## src/rtl/csela_pkg.sv

```systemverilog
// csela_pkg: stage-count and stage-boundary helpers for the pipelined carry-select adder
package csela_pkg;

    function automatic int nstg(input int nblk, input int seg);
        return (nblk + seg - 1) / seg;
    endfunction

    function automatic int blk_lo(input int j, input int seg);
        return j * seg;
    endfunction

    function automatic int blk_hi(input int j, input int seg, input int nblk);
        return ((j + 1) * seg < nblk) ? (j + 1) * seg : nblk;
    endfunction

endpackage

```

## src/rtl/csela_pipe_cselect_block.sv

```systemverilog
// cselect_block: one carry-select block, both carry-in sums precomputed then selected
module cselect_block #(
    parameter int BLOCK = 4
) (
    input  logic [BLOCK-1:0] a,
    input  logic [BLOCK-1:0] b,
    input  logic             cin,
    output logic [BLOCK-1:0] s,
    output logic             cout,
    output logic             c_msb
);
    logic [BLOCK:0]   r0, r1;
    logic [BLOCK-1:0] l0, l1;

    assign r0    = {1'b0, a} + {1'b0, b};
    assign r1    = r0 + {{BLOCK{1'b0}}, 1'b1};
    assign l0    = {1'b0, a[BLOCK-2:0]} + {1'b0, b[BLOCK-2:0]};
    assign l1    = l0 + {{(BLOCK-1){1'b0}}, 1'b1};
    assign s     = cin ? r1[BLOCK-1:0] : r0[BLOCK-1:0];
    assign cout  = cin ? r1[BLOCK] : r0[BLOCK];
    assign c_msb = cin ? l1[BLOCK-1] : l0[BLOCK-1];

endmodule

```

## src/rtl/csela_pipe.sv

```systemverilog
// csela_pipe: stallable pipelined carry-select adder/subtractor with valid/ready on both sides
module csela_pipe
    import csela_pkg::*;
#(
    parameter int WIDTH = 16,
    parameter int BLOCK = 4,
    parameter int SEG   = 2
) (
    input  logic             clk,
    input  logic             rst,
    input  logic [WIDTH-1:0] a,
    input  logic [WIDTH-1:0] b,
    input  logic             c,
    input  logic             sub,
    input  logic             in_valid,
    output logic             in_ready,
    output logic [WIDTH-1:0] s,
    output logic             cout,
    output logic             ovf,
    output logic             out_valid,
    input  logic             out_ready
);
    localparam int NBLK = WIDTH / BLOCK;
    localparam int NSTG = nstg(NBLK, SEG);
    localparam int LAST = NSTG - 1;

    if (WIDTH % BLOCK != 0 || BLOCK < 2) begin : g_bad
        $error("csela_pipe: WIDTH must be a multiple of BLOCK and BLOCK must be >= 2");
    end

    logic [WIDTH-1:0] a_q [NSTG];
    logic [WIDTH-1:0] b_q [NSTG];
    logic [WIDTH-1:0] s_q [NSTG];
    logic [WIDTH-1:0] a_u [NSTG];
    logic [WIDTH-1:0] b_u [NSTG];
    logic [WIDTH-1:0] s_u [NSTG];
    logic [WIDTH-1:0] s_d [NSTG];
    logic [NSTG-1:0]  v_q, v_u, cy_q, cy_u, cy_d;
    logic [NSTG:0]    adv;
    logic             ov_q, ov_d;
    logic [WIDTH-1:0] sum_all;
    logic [NBLK-1:0]  bc;
    logic             bm [NBLK];

    always_comb begin
        a_u[0]  = a;
        b_u[0]  = b ^ {WIDTH{sub}};
        s_u[0]  = '0;
        cy_u[0] = c ^ sub;
        v_u[0]  = in_valid;
        for (int j = 1; j < NSTG; j++) begin
            a_u[j]  = a_q[j-1];
            b_u[j]  = b_q[j-1];
            s_u[j]  = s_q[j-1];
            cy_u[j] = cy_q[j-1];
            v_u[j]  = v_q[j-1];
        end
    end

    always_comb begin
        adv[NSTG] = out_ready;
        for (int j = NSTG - 1; j >= 0; j--) begin
            adv[j] = adv[j+1] | ~v_q[j];
        end
    end

    for (genvar k = 0; k < NBLK; k++) begin : g_blk
        localparam int J = k / SEG;
        logic ci;
        if (k % SEG == 0) begin : g_first
            assign ci = cy_u[J];
        end else begin : g_next
            assign ci = bc[k-1];
        end
        cselect_block #(.BLOCK(BLOCK)) u_blk (
            .a     (a_u[J][k*BLOCK +: BLOCK]),
            .b     (b_u[J][k*BLOCK +: BLOCK]),
            .cin   (ci),
            .s     (sum_all[k*BLOCK +: BLOCK]),
            .cout  (bc[k]),
            .c_msb (bm[k])
        );
    end

    // each stage overwrites only its own bit range of the sum carried down the pipe
    for (genvar j = 0; j < NSTG; j++) begin : g_stg
        localparam int LO = blk_lo(j, SEG) * BLOCK;
        localparam int HI = blk_hi(j, SEG, NBLK) * BLOCK;
        localparam logic [WIDTH-1:0] M = ({WIDTH{1'b1}} >> (WIDTH - HI)) & ({WIDTH{1'b1}} << LO);
        assign s_d[j]  = (s_u[j] & ~M) | (sum_all & M);
        assign cy_d[j] = bc[HI/BLOCK - 1];
    end

    assign ov_d = bc[NBLK-1] ^ bm[NBLK-1];

    always_ff @(posedge clk) begin
        for (int j = 0; j < NSTG; j++) begin
            if (rst) begin
                v_q[j]  <= 1'b0;
                cy_q[j] <= 1'b0;
                a_q[j]  <= '0;
                b_q[j]  <= '0;
                s_q[j]  <= '0;
            end else if (adv[j]) begin
                v_q[j]  <= v_u[j];
                cy_q[j] <= cy_d[j];
                a_q[j]  <= a_u[j];
                b_q[j]  <= b_u[j];
                s_q[j]  <= s_d[j];
            end
        end
        if (rst) begin
            ov_q <= 1'b0;
        end else if (adv[LAST]) begin
            ov_q <= ov_d;
        end
    end

    assign in_ready  = adv[0] & ~rst;
    assign s         = s_q[LAST];
    assign cout      = cy_q[LAST];
    assign ovf       = ov_q;
    assign out_valid = v_q[LAST];

endmodule
```

## config.mk

```make
export PLATFORM = sky130hd
export DESIGN_NAME = csela_pipe
export DESIGN_NICKNAME = d
export VERILOG_FILES = /design/src/rtl/csela_pkg.sv /design/src/rtl/csela_pipe_cselect_block.sv /design/src/rtl/csela_pipe.sv
export SDC_FILE = /design/constraint.sdc
export NUM_CORES = 1
export LEC_CHECK = 0
export CAP_MARGIN = 20
export CORE_MARGIN = 3
export CORE_UTILIZATION = 47
export CTS_BUF_LIST = sky130_fd_sc_hd__clkbuf_8
export CTS_CLUSTER_DIAMETER = 30
export DETAILED_ROUTE_END_ITERATION = 8
export PLACE_DENSITY = 0.75
export SYNTH_ARGS = -nofsm -noshare
export SYNTH_HDL_FRONTEND = slang
export SYNTH_SLANG_ARGS = --single-unit
```

## constraint.sdc

```tcl
create_clock -name clk -period 8.8 [get_ports clk]
set_input_delay 1.76 -clock clk [delete_from_list [all_inputs] [get_ports clk]]
set_output_delay 1.76 -clock clk [all_outputs]
set_load 0.03 [all_outputs]
```

==> flow_summary.ini, run 1 <==
[route]
vias_per_cell = 4.84
drt-total-wl_mm = 4.25
postRouteAntennaNets = 0
drt_iter0_drc = 40
wire_per_inst_um = 11.7
dr_total_vias = 1762
dr.pass1.iters = 4
drc = 0

[critical_path]
slowest_stage = clkdlybuf4s50_1
r2r_slack_ps = 5860
crit_path_start_kind = primary input
cp_cell_sequence = clkdlybuf4s50_1, nor2b_1, a21o_1, inv_1, clkdlybuf4s50_1
critPathKind = primary input to primary output
cp_max_fo = 18
required_ps = 7040
crit_path_end_kind = primary output
timing.rr.start = b_q[0][8]
path_common_cell = clkdlybuf4s50_1
reg2reg_to = ovf
max_stage_delay_ps = 650
reg2reg_depth = 9
worstPathArrival_ps = 3980

[synthesis]
syn_avg_cell_area_um2 = 11.3
synthAdderAreaFrac_pct = 12.4
synth_xor_area_share_pct = 12.1
synth_top_family_by_area = simple AND/OR/NAND/NOR gates
synth-simple-area-share_pct = 15.7
syn-cell-area_um2 = 2660
syn_inst = 235
synth_fp_nets = 297
yosysWarningCount = 0
synth-seq-cells = 45
synth_seq_area_share_pct = 49.0
synth.distinct_cells = 40
synthMuxAreaShare_pct = 0.753
synth-compound-area-share_pct = 7.02

[clock_network]
cts_tree = yes
clk_pin_slew_ps = 80
worstSkewPairLatency_ps = 300
clock-sinks = 45
numCtsBuffers = 5
cts_resized = 0
h-tree-depth = 2
cts_max_path_buffers = 2
cts_setup_buffers = 0
cts_hold_buf = 0
root_buffer = clkbuf_8

[power_and_ir_drop]
switchingPower_uw = 164
p_seq_share_pct = 45.8
leakagePower_uw = 0.00141
fin_total_pwr_uw = 589
p_comb_share_pct = 28.5
powerDensity_nw_per_um2 = 173
clkPwrFrac_pct = 25.7
swShare_pct = 27.8
ir_worst_vdd_uv = 87.1
intPower_uw = 425

[min_path]
holdPathStages = 2
worstHoldEndpoint = cy_q[1]
hp-start = cy_q[1]
holdCritPathClass = register to register

[sta]
final_max_slew_viol_count = 0
min_period_over_period_pct = 65.2
period_needed_ps = 5740
skew_ps = 7.99
maxSlewHeadroom_pct = 34.6
fmax_mhz = 174
worst_pin_slew_ps = 978
rsz0062_at_grt = false
finalSetupViolCount = 0
hold_violations = 0
setup_ws_ps = 3060
fin_tns_setup_ps = 0

[floorplan]
dieArea_um2 = 6590
core-area_um2 = 5270
initial_core_util_pct = 50.4
ios = 58
die_x_um = 81.2
rows = 26
fp.dieH_um = 81.2

[finish]
final_cells = 364
n_antenna_cell = 0
final_common_cell = clkdlybuf4s50_1
final_net_count = 355
syn2layout_area_growth_pct = 28.1
multi_input_area_um2 = 1280
fin_util_pct = 64.6
layout_common_cells = 57 x clkdlybuf4s50_1, 40 x edfxtp_1, 27 x nor2_1
seq_area_um2 = 1300
fillers = 429
drive_gt1_share_pct = 5.78

[place]
globalplace.congestion = 0.788
place_inst = 356
portBuffers = 57
dp_slack_ps = 3090
dp_hpwl_mm = 3.41

[global_route]
grt_max_degree = 26
grt_usage_pct = 13.8
antenna_found_initial = 0
grt_pass1_wl_mm = 7.11
grt_overflow = 0
grt_pass1_vias = 1653

[status]
status = complete, no violations

[job]
maxCapViolCount = 0
## Yosys cell counts
library cell | instances | share of area [%]
nand3_1 | 7 | 1.3
o21ai_0 | 2 | 0.38
nand4b_1 | 1 | 0.33
or3_1 | 1 | 0.24
fa_1 | 4 | 3.0
o31ai_1 | 1 | 0.28
nor3b_1 | 1 | 0.28
dfxtp_1 | 5 | 3.8
inv_1 | 13 | 1.8
xor2_2 | 1 | 0.61
nor4_2 | 1 | 0.47
a21o_1 | 6 | 1.7
and3_2 | 1 | 0.28
buf_1 | 1 | 0.14
a211oi_1 | 2 | 0.56
mux2i_1 | 2 | 0.75
o32ai_1 | 1 | 0.33
a31o_2 | 1 | 0.33
nor2_1 | 27 | 3.8
and4_4 | 1 | 0.42
ha_1 | 20 | 9.4
buf_4 | 1 | 0.28
nand4_1 | 3 | 0.71
and2_1 | 16 | 3.8
o21a_1 | 1 | 0.28
and3_1 | 1 | 0.24
and2b_1 | 1 | 0.28
a21o_2 | 1 | 0.33
xnor2_1 | 19 | 6.3
or4_4 | 1 | 0.42
a21oi_1 | 15 | 2.8
clkbuf_1 | 5 | 0.71
edfxtp_1 | 40 | 45
nor3_2 | 1 | 0.38
nor2b_1 | 2 | 0.47
nand2_1 | 7 | 0.99
or2_2 | 1 | 0.24
nor3_1 | 2 | 0.38
xor2_1 | 16 | 5.3
nand2b_1 | 3 | 0.71
## sequential cells by signal, indices dropped and copies added (netlist names)
signal  flops
v_q         2
a_q         8
s_q        24
b_q         8
ovf         1
cy_q        2
## power groups by stage
| stage | sequential, uW | clock (uW) | combinational [uW] |
|---|---|---|---|
| after CTS | 270 | 153 | 169 |
| final | 270 | 151 | 168 |
| after global placement | 274 | 0 | 165 |
| after floorplan | 295 | 0 | 92.1 |
| after detailed placement | 275 | 0 | 168 |
| after global routing | 272 | 161 | 187 |
## metrics by stage
stage	cell area (um^2)	hold slack [ps]
after global placement	3290	450
final	3400	453
after floorplan	2660	486
after global routing	3400	472
after CTS	3400	457
after detailed placement	3290	446
## cell families after synthesis
| logic type | count (synthesis) |
|---|---|
| DFF | 45 |
| and+or+nand+nor | 78 |
| adders and majority gates | 24 |
| AOI/OAI and AO/OA | 30 |
| xor gates and xnor gates | 36 |
| muxes | 2 |
| buffers and inverters | 20 |
## how the worst max path moves through the flow
stage,start,to
final,out_ready,in_ready
after global routing,out_ready,in_ready
after CTS,out_ready,in_ready
after detailed placement,out_ready,in_ready
after global placement,out_ready,in_ready
after floorplan,sub,s_q[0][7]
## per-layer routing
layer / share of wire (%) / vias up / track usage [%]
li1: - / 930 / -
met1: 45 / 775 / 17.6
met2: 46 / 51 / 23.1
met3: 6.3 / 6 / 2.77
met4: 1.8 / 0 / 5.57
met5: 0 / - / 0
## cell type report
type / instances / area share (%)
flip-flops and latches: 45 / 38.2
well taps: 70 / 2.57
repair buffers: 58 / 17.0
clock inverters: 3 / 1.21
multi-input cells: 170 / 37.5
inverters: 13 / 1.43
clock buffers: 5 / 2.02
## worst max-delay path: cells and delay by family
kind	cells	cell delay (ps)
AO/OA/AOI/OAI	1	550
AND/OR/NAND/NOR	1	340
buffers and inverters	3	1320
(Power assumes the default switching activity.)
==> run 2, diff against run 1 <==
- clock period: 8.8 -> 5.8 ns (I/O delays scaled with it)
==> run 2 against run 1 <==
Effect of this change:
- clock power grew 56%
- die area unchanged
- non-clock buffer count increased by 1
- sequential share of layout area is 0.14 points lower
- critical endpoint unchanged
- highest routed layer unchanged
==> flow_summary.ini, run 2 (same netlist as run 1, synthesis figures left out) <==
[status]
status = complete, no violations

[route]
drt-total-wl_mm = 4.33
postRouteAntennaNets = 0
drc = 0
dr_total_vias = 1768
wire_per_inst_um = 11.9
vias_per_cell = 4.84
drt_iter0_drc = 48
dr.pass1.iters = 4

[clock_network]
clock-sinks = 45
h-tree-depth = 2
cts_setup_buffers = 0
worstSkewPairLatency_ps = 300
cts_hold_buf = 0
clk_pin_slew_ps = 80
cts_tree = yes
numCtsBuffers = 5
cts_max_path_buffers = 2
root_buffer = clkbuf_8
cts_resized = 0

[finish]
largestRegisters = s_q: 24 flops, a_q: 8 flops, b_q: 8 flops
drive_gt1_share_pct = 6.44
largest_register = s_q
n_antenna_cell = 0
final_net_count = 356
layout_common_cells = 57 x clkdlybuf4s50_1, 40 x edfxtp_1, 27 x nor2_1
largest_register_ffs = 24
syn2layout_area_growth_pct = 28.5
final_common_cell = clkdlybuf4s50_1

[global_route]
met2_usage_pct = 24.5
grt_usage_pct = 14.4
gr-usage-met3_pct = 3.55
antenna_found_initial = 0
grt_max_degree = 26
grt_overflow = 0
grt_util_met1_pct = 17.3
grt_pass1_vias = 1657
grt_pass1_wl_mm = 7.22
busiest_layer = met2

[power_and_ir_drop]
switchingPower_uw = 253
leakagePower_uw = 0.00141
fin_total_pwr_uw = 901
clkPwrFrac_pct = 26.2
powerDensity_nw_per_um2 = 264
intPower_uw = 648
p_seq_share_pct = 45.4
p_comb_share_pct = 28.4
ir_worst_vdd_uv = 126
swShare_pct = 28.1

[critical_path]
worstPathArrival_ps = 3070
crit_path_end_kind = primary output
critPathKind = primary input to primary output
timing.rr.start = b_q[0][8]
crit_path_start_kind = primary input
cp-startpoint = out_ready
required_ps = 4640
r2r_slack_ps = 2860
cp_max_fo = 18

[min_path]
hp-start = cy_q[1]
holdCritPathClass = register to register

[place]
portBuffers = 57
dp_hpwl_mm = 3.51
globalplace.congestion = 0.786

[floorplan]
dieArea_um2 = 6590
core-area_um2 = 5270
ios = 58
rows = 26
initial_core_util_pct = 50.4
die_x_um = 81.2
fp.dieH_um = 81.2

[sta]
fin_tns_setup_ps = 0
min_period_over_period_pct = 72.9
hold_slack_ps = 465
period_needed_ps = 4230
worst_pin_slew_ps = 961
skew_ps = 3.52
rsz0062_at_grt = false
finalSetupViolCount = 0
fmax_mhz = 237
final_max_slew_viol_count = 0
maxSlewHeadroom_pct = 35.8
hold_violations = 0

[job]
maxCapViolCount = 0
## run 2: final cells by class
type                            instances  area [um^2]
Clock buffer                            5         68.8
Clock inverter                          3         46.3
Sequential cell                        45         1300
Timing Repair Buffer                   59          586
Multi-Input combinational cell        170         1280
Tap cell                               70         87.6
Fill cell                             448         1850
Inverter                               13         48.8
## run 2: path summary, 6_finish.rpt
| path | endpoint | cells past startpoint |
|---|---|---|
| worst min-delay path | cy_q[1] | 2 |
| worst max-delay path | in_ready | 6 |
| worst max register to register | ovf | 9 |
| worst min register to register | cy_q[1] | 2 |
## run 2: power groups by stage
| stage | logic [uW] | clock network, uW | registers, uW |
|---|---|---|---|
| floorplan | 140 | 0 | 448 |
| global placement | 251 | 0 | 416 |
| detailed placement | 257 | 0 | 417 |
| CTS | 259 | 240 | 409 |
| global route | 284 | 252 | 414 |
| finish | 256 | 236 | 409 |
## run 2: critical path, stage by stage
cell and delay, ps:
clkdlybuf4s50_1 420, nor2b_1 340, a21o_1 170, buf_4 210
inv_1 150, clkdlybuf4s50_1 620
## run 2: metrics by stage
| stage | area, um^2 | util (%) | worst slack [ps] | std cells |
|---|---|---|---|---|
| 2_1_floorplan | 2660 | - | 1940 | 235 |
| 3_3_place_gp | 3300 | 62.6 | 1630 | 357 |
| 3_5_place_dp | 3300 | 62.6 | 1600 | 357 |
| 4_1_cts | 3420 | 64.8 | 1590 | 365 |
| 5_1_grt | 3420 | 64.8 | 1460 | 365 |
| 6_report | 3420 | 64.8 | 1570 | 365 |
## run 2: layer usage
| metal | vias up | wire, um |
|---|---|---|
| li1 | 932 | - |
| met1 | 785 | 1950 |
| met2 | 46 | 2060 |
| met3 | 5 | 234 |
| met4 | 0 | 84 |
| met5 | - | 0 |
==> run 3, diff against run 2 <==
- clock period: 5.8 -> 3.95 ns (I/O delays scaled with it)
==> run 3 against run 2 <==
Effect of this change:
- combinational power up 46%
- largest power group unchanged
- hold slack improved by 0.54 ps
- count of clock-buffer cells in the layout unchanged
- clock skew up 2.5 ps
- highest routed layer unchanged
- design area up 0.77%
- via count shrank 2.5%
- non-clock buffer count grew 1
- register-to-register slack worse by 1800 ps
- sequential power is 47% higher
- critical path depth stayed put
==> flow_summary.ini, run 3 (same netlist as run 1, synthesis figures left out) <==
[finish]
n_antenna_cell = 0
syn2layout_area_growth_pct = 29.5
largestRegisters = s_q: 24 flops, a_q: 8 flops, b_q: 8 flops
layout_common_cells = 57 x clkdlybuf4s50_1, 40 x edfxtp_1, 27 x nor2_1
fillers = 434
final_common_cell = clkdlybuf4s50_1
final_net_count = 357
largest_register_ffs = 24
drive_gt1_share_pct = 6.76
largest_register = s_q

[global_route]
grt_usage_pct = 14.5
grt_pass1_wl_mm = 7.45
grt_max_degree = 26
antenna_found_initial = 0
grt_overflow = 0
grt_pass1_vias = 1659

[place]
dp_hpwl_mm = 3.40
globalplace.congestion = 0.797
portBuffers = 57

[critical_path]
cp.depth = 6
r2r_slack_ps = 1050
crit_path_start_kind = primary input
timing.rr.start = b_q[0][8]
crit_path_end_kind = primary output
required_ps = 3160
reg2reg_depth = 9
cp-startpoint = out_ready
max_stage_delay_ps = 730
cp_max_fo = 9
path_common_cell = clkdlybuf4s50_1
slowest_stage = clkdlybuf4s50_1
cp_cell_sequence = clkdlybuf4s50_1, nor2b_1, buf_4, a21o_1, inv_1, clkdlybuf4s50_1
reg2reg_to = ovf
crit_buf_inv = 4
critPathKind = primary input to primary output
endpoint = in_ready
worstPathArrival_ps = 2590
path_delay_family = buffers and inverters

[route]
vias_per_cell = 4.71
drt_iter0_drc = 42
drc = 0
dr.pass1.iters = 4
dr_total_vias = 1723
wire_per_inst_um = 11.4
postRouteAntennaNets = 0
drt-total-wl_mm = 4.17

[floorplan]
die_x_um = 81.2
initial_core_util_pct = 50.4
rows = 26
dieArea_um2 = 6590
ios = 58
core-area_um2 = 5270
fp.dieH_um = 81.2

[sta]
hold_violations = 0
fmax_mhz = 296
skew_ps = 6.04
period_needed_ps = 3380
final_max_slew_viol_count = 0
finalSetupViolCount = 0
worst_pin_slew_ps = 948
fin_tns_setup_ps = 0
min_period_over_period_pct = 85.5
maxSlewHeadroom_pct = 36.7
rsz0062_at_grt = false

[clock_network]
cts_max_path_buffers = 2
clk_pin_slew_ps = 80
worstSkewPairLatency_ps = 290
cts_setup_buffers = 0
h-tree-depth = 2
numCtsBuffers = 5
cts_hold_buf = 0
root_buffer = clkbuf_8
cts_tree = yes
clock-sinks = 45
cts_resized = 0

[job]
maxCapViolCount = 0

[power_and_ir_drop]
leakagePower_uw = 0.00143
fin_total_pwr_uw = 1380
powerDensity_nw_per_um2 = 400
ir_worst_vdd_uv = 173

[status]
status = complete, no violations

[min_path]
holdCritPathClass = register to register
hp-start = cy_q[1]
run 3: cell count changes in the layout (fill, tap and decap cells not counted), sizes merged:
cell / before / now
clkinvlp: 1 / 0
buf: 2 / 3
bufinv: 1 / 2
run 3: where the power goes:
group          switching (uW)  leakage (uW)  internal, uW
sequential               18.5      0.000506           582
clock                     152     0.0000681           251
combinational             194      0.000859           180
run 3: layout make-up:
class	count	area, um^2	area share, %
Inverter	13	48.8	1.42
Tap cell	70	87.6	2.54
Sequential cell	45	1300	37.8
Clock buffer	5	68.8	2.00
Timing Repair Buffer	60	593	17.2
Multi-Input combinational cell	170	1280	37.1
Clock inverter	3	65.1	1.89
run 3: stage by stage:
step | hold WS [ps] | utilization (%) | instance area (um^2) | cells | worst slack, ps
3_5_place_dp | 463 | 62.8 | 3310 | 358 | 282
6_report | 465 | 65.3 | 3440 | 366 | 574
3_3_place_gp | 445 | 62.8 | 3310 | 358 | 353
4_1_cts | 473 | 65.3 | 3440 | 366 | 562
2_1_floorplan | 486 | - | 2660 | 235 | 456
5_1_grt | 505 | 65.3 | 3440 | 366 | 426
run 3: how the worst min path moves through the flow:
stage	end	slack, ps	depth (start not counted)
final	cy_q[1]	470	2
after global routing	cy_q[1]	500	2
after CTS	cy_q[1]	470	2
after detailed placement	cy_q[1]	460	2
after global placement	cy_q[1]	450	2
after floorplan	v_q[1]	490	2
run 3: tightest hold or removal path, stage by stage (launching register included):
cell and delay [ps]:
dfxtp_1 320, nand2_1 50, a21oi_1 50
run 3: routing by layer:
| layer | routed length [um] | track usage, % | part of all wire (%) |
|---|---|---|---|
| met1 | 1900 | 19.6 | 46 |
| met2 | 1950 | 23.7 | 47 |
| met3 | 266 | 3.22 | 6.4 |
| met4 | 56 | 3.55 | 1.3 |
| met5 | 0 | 0 | 0 |
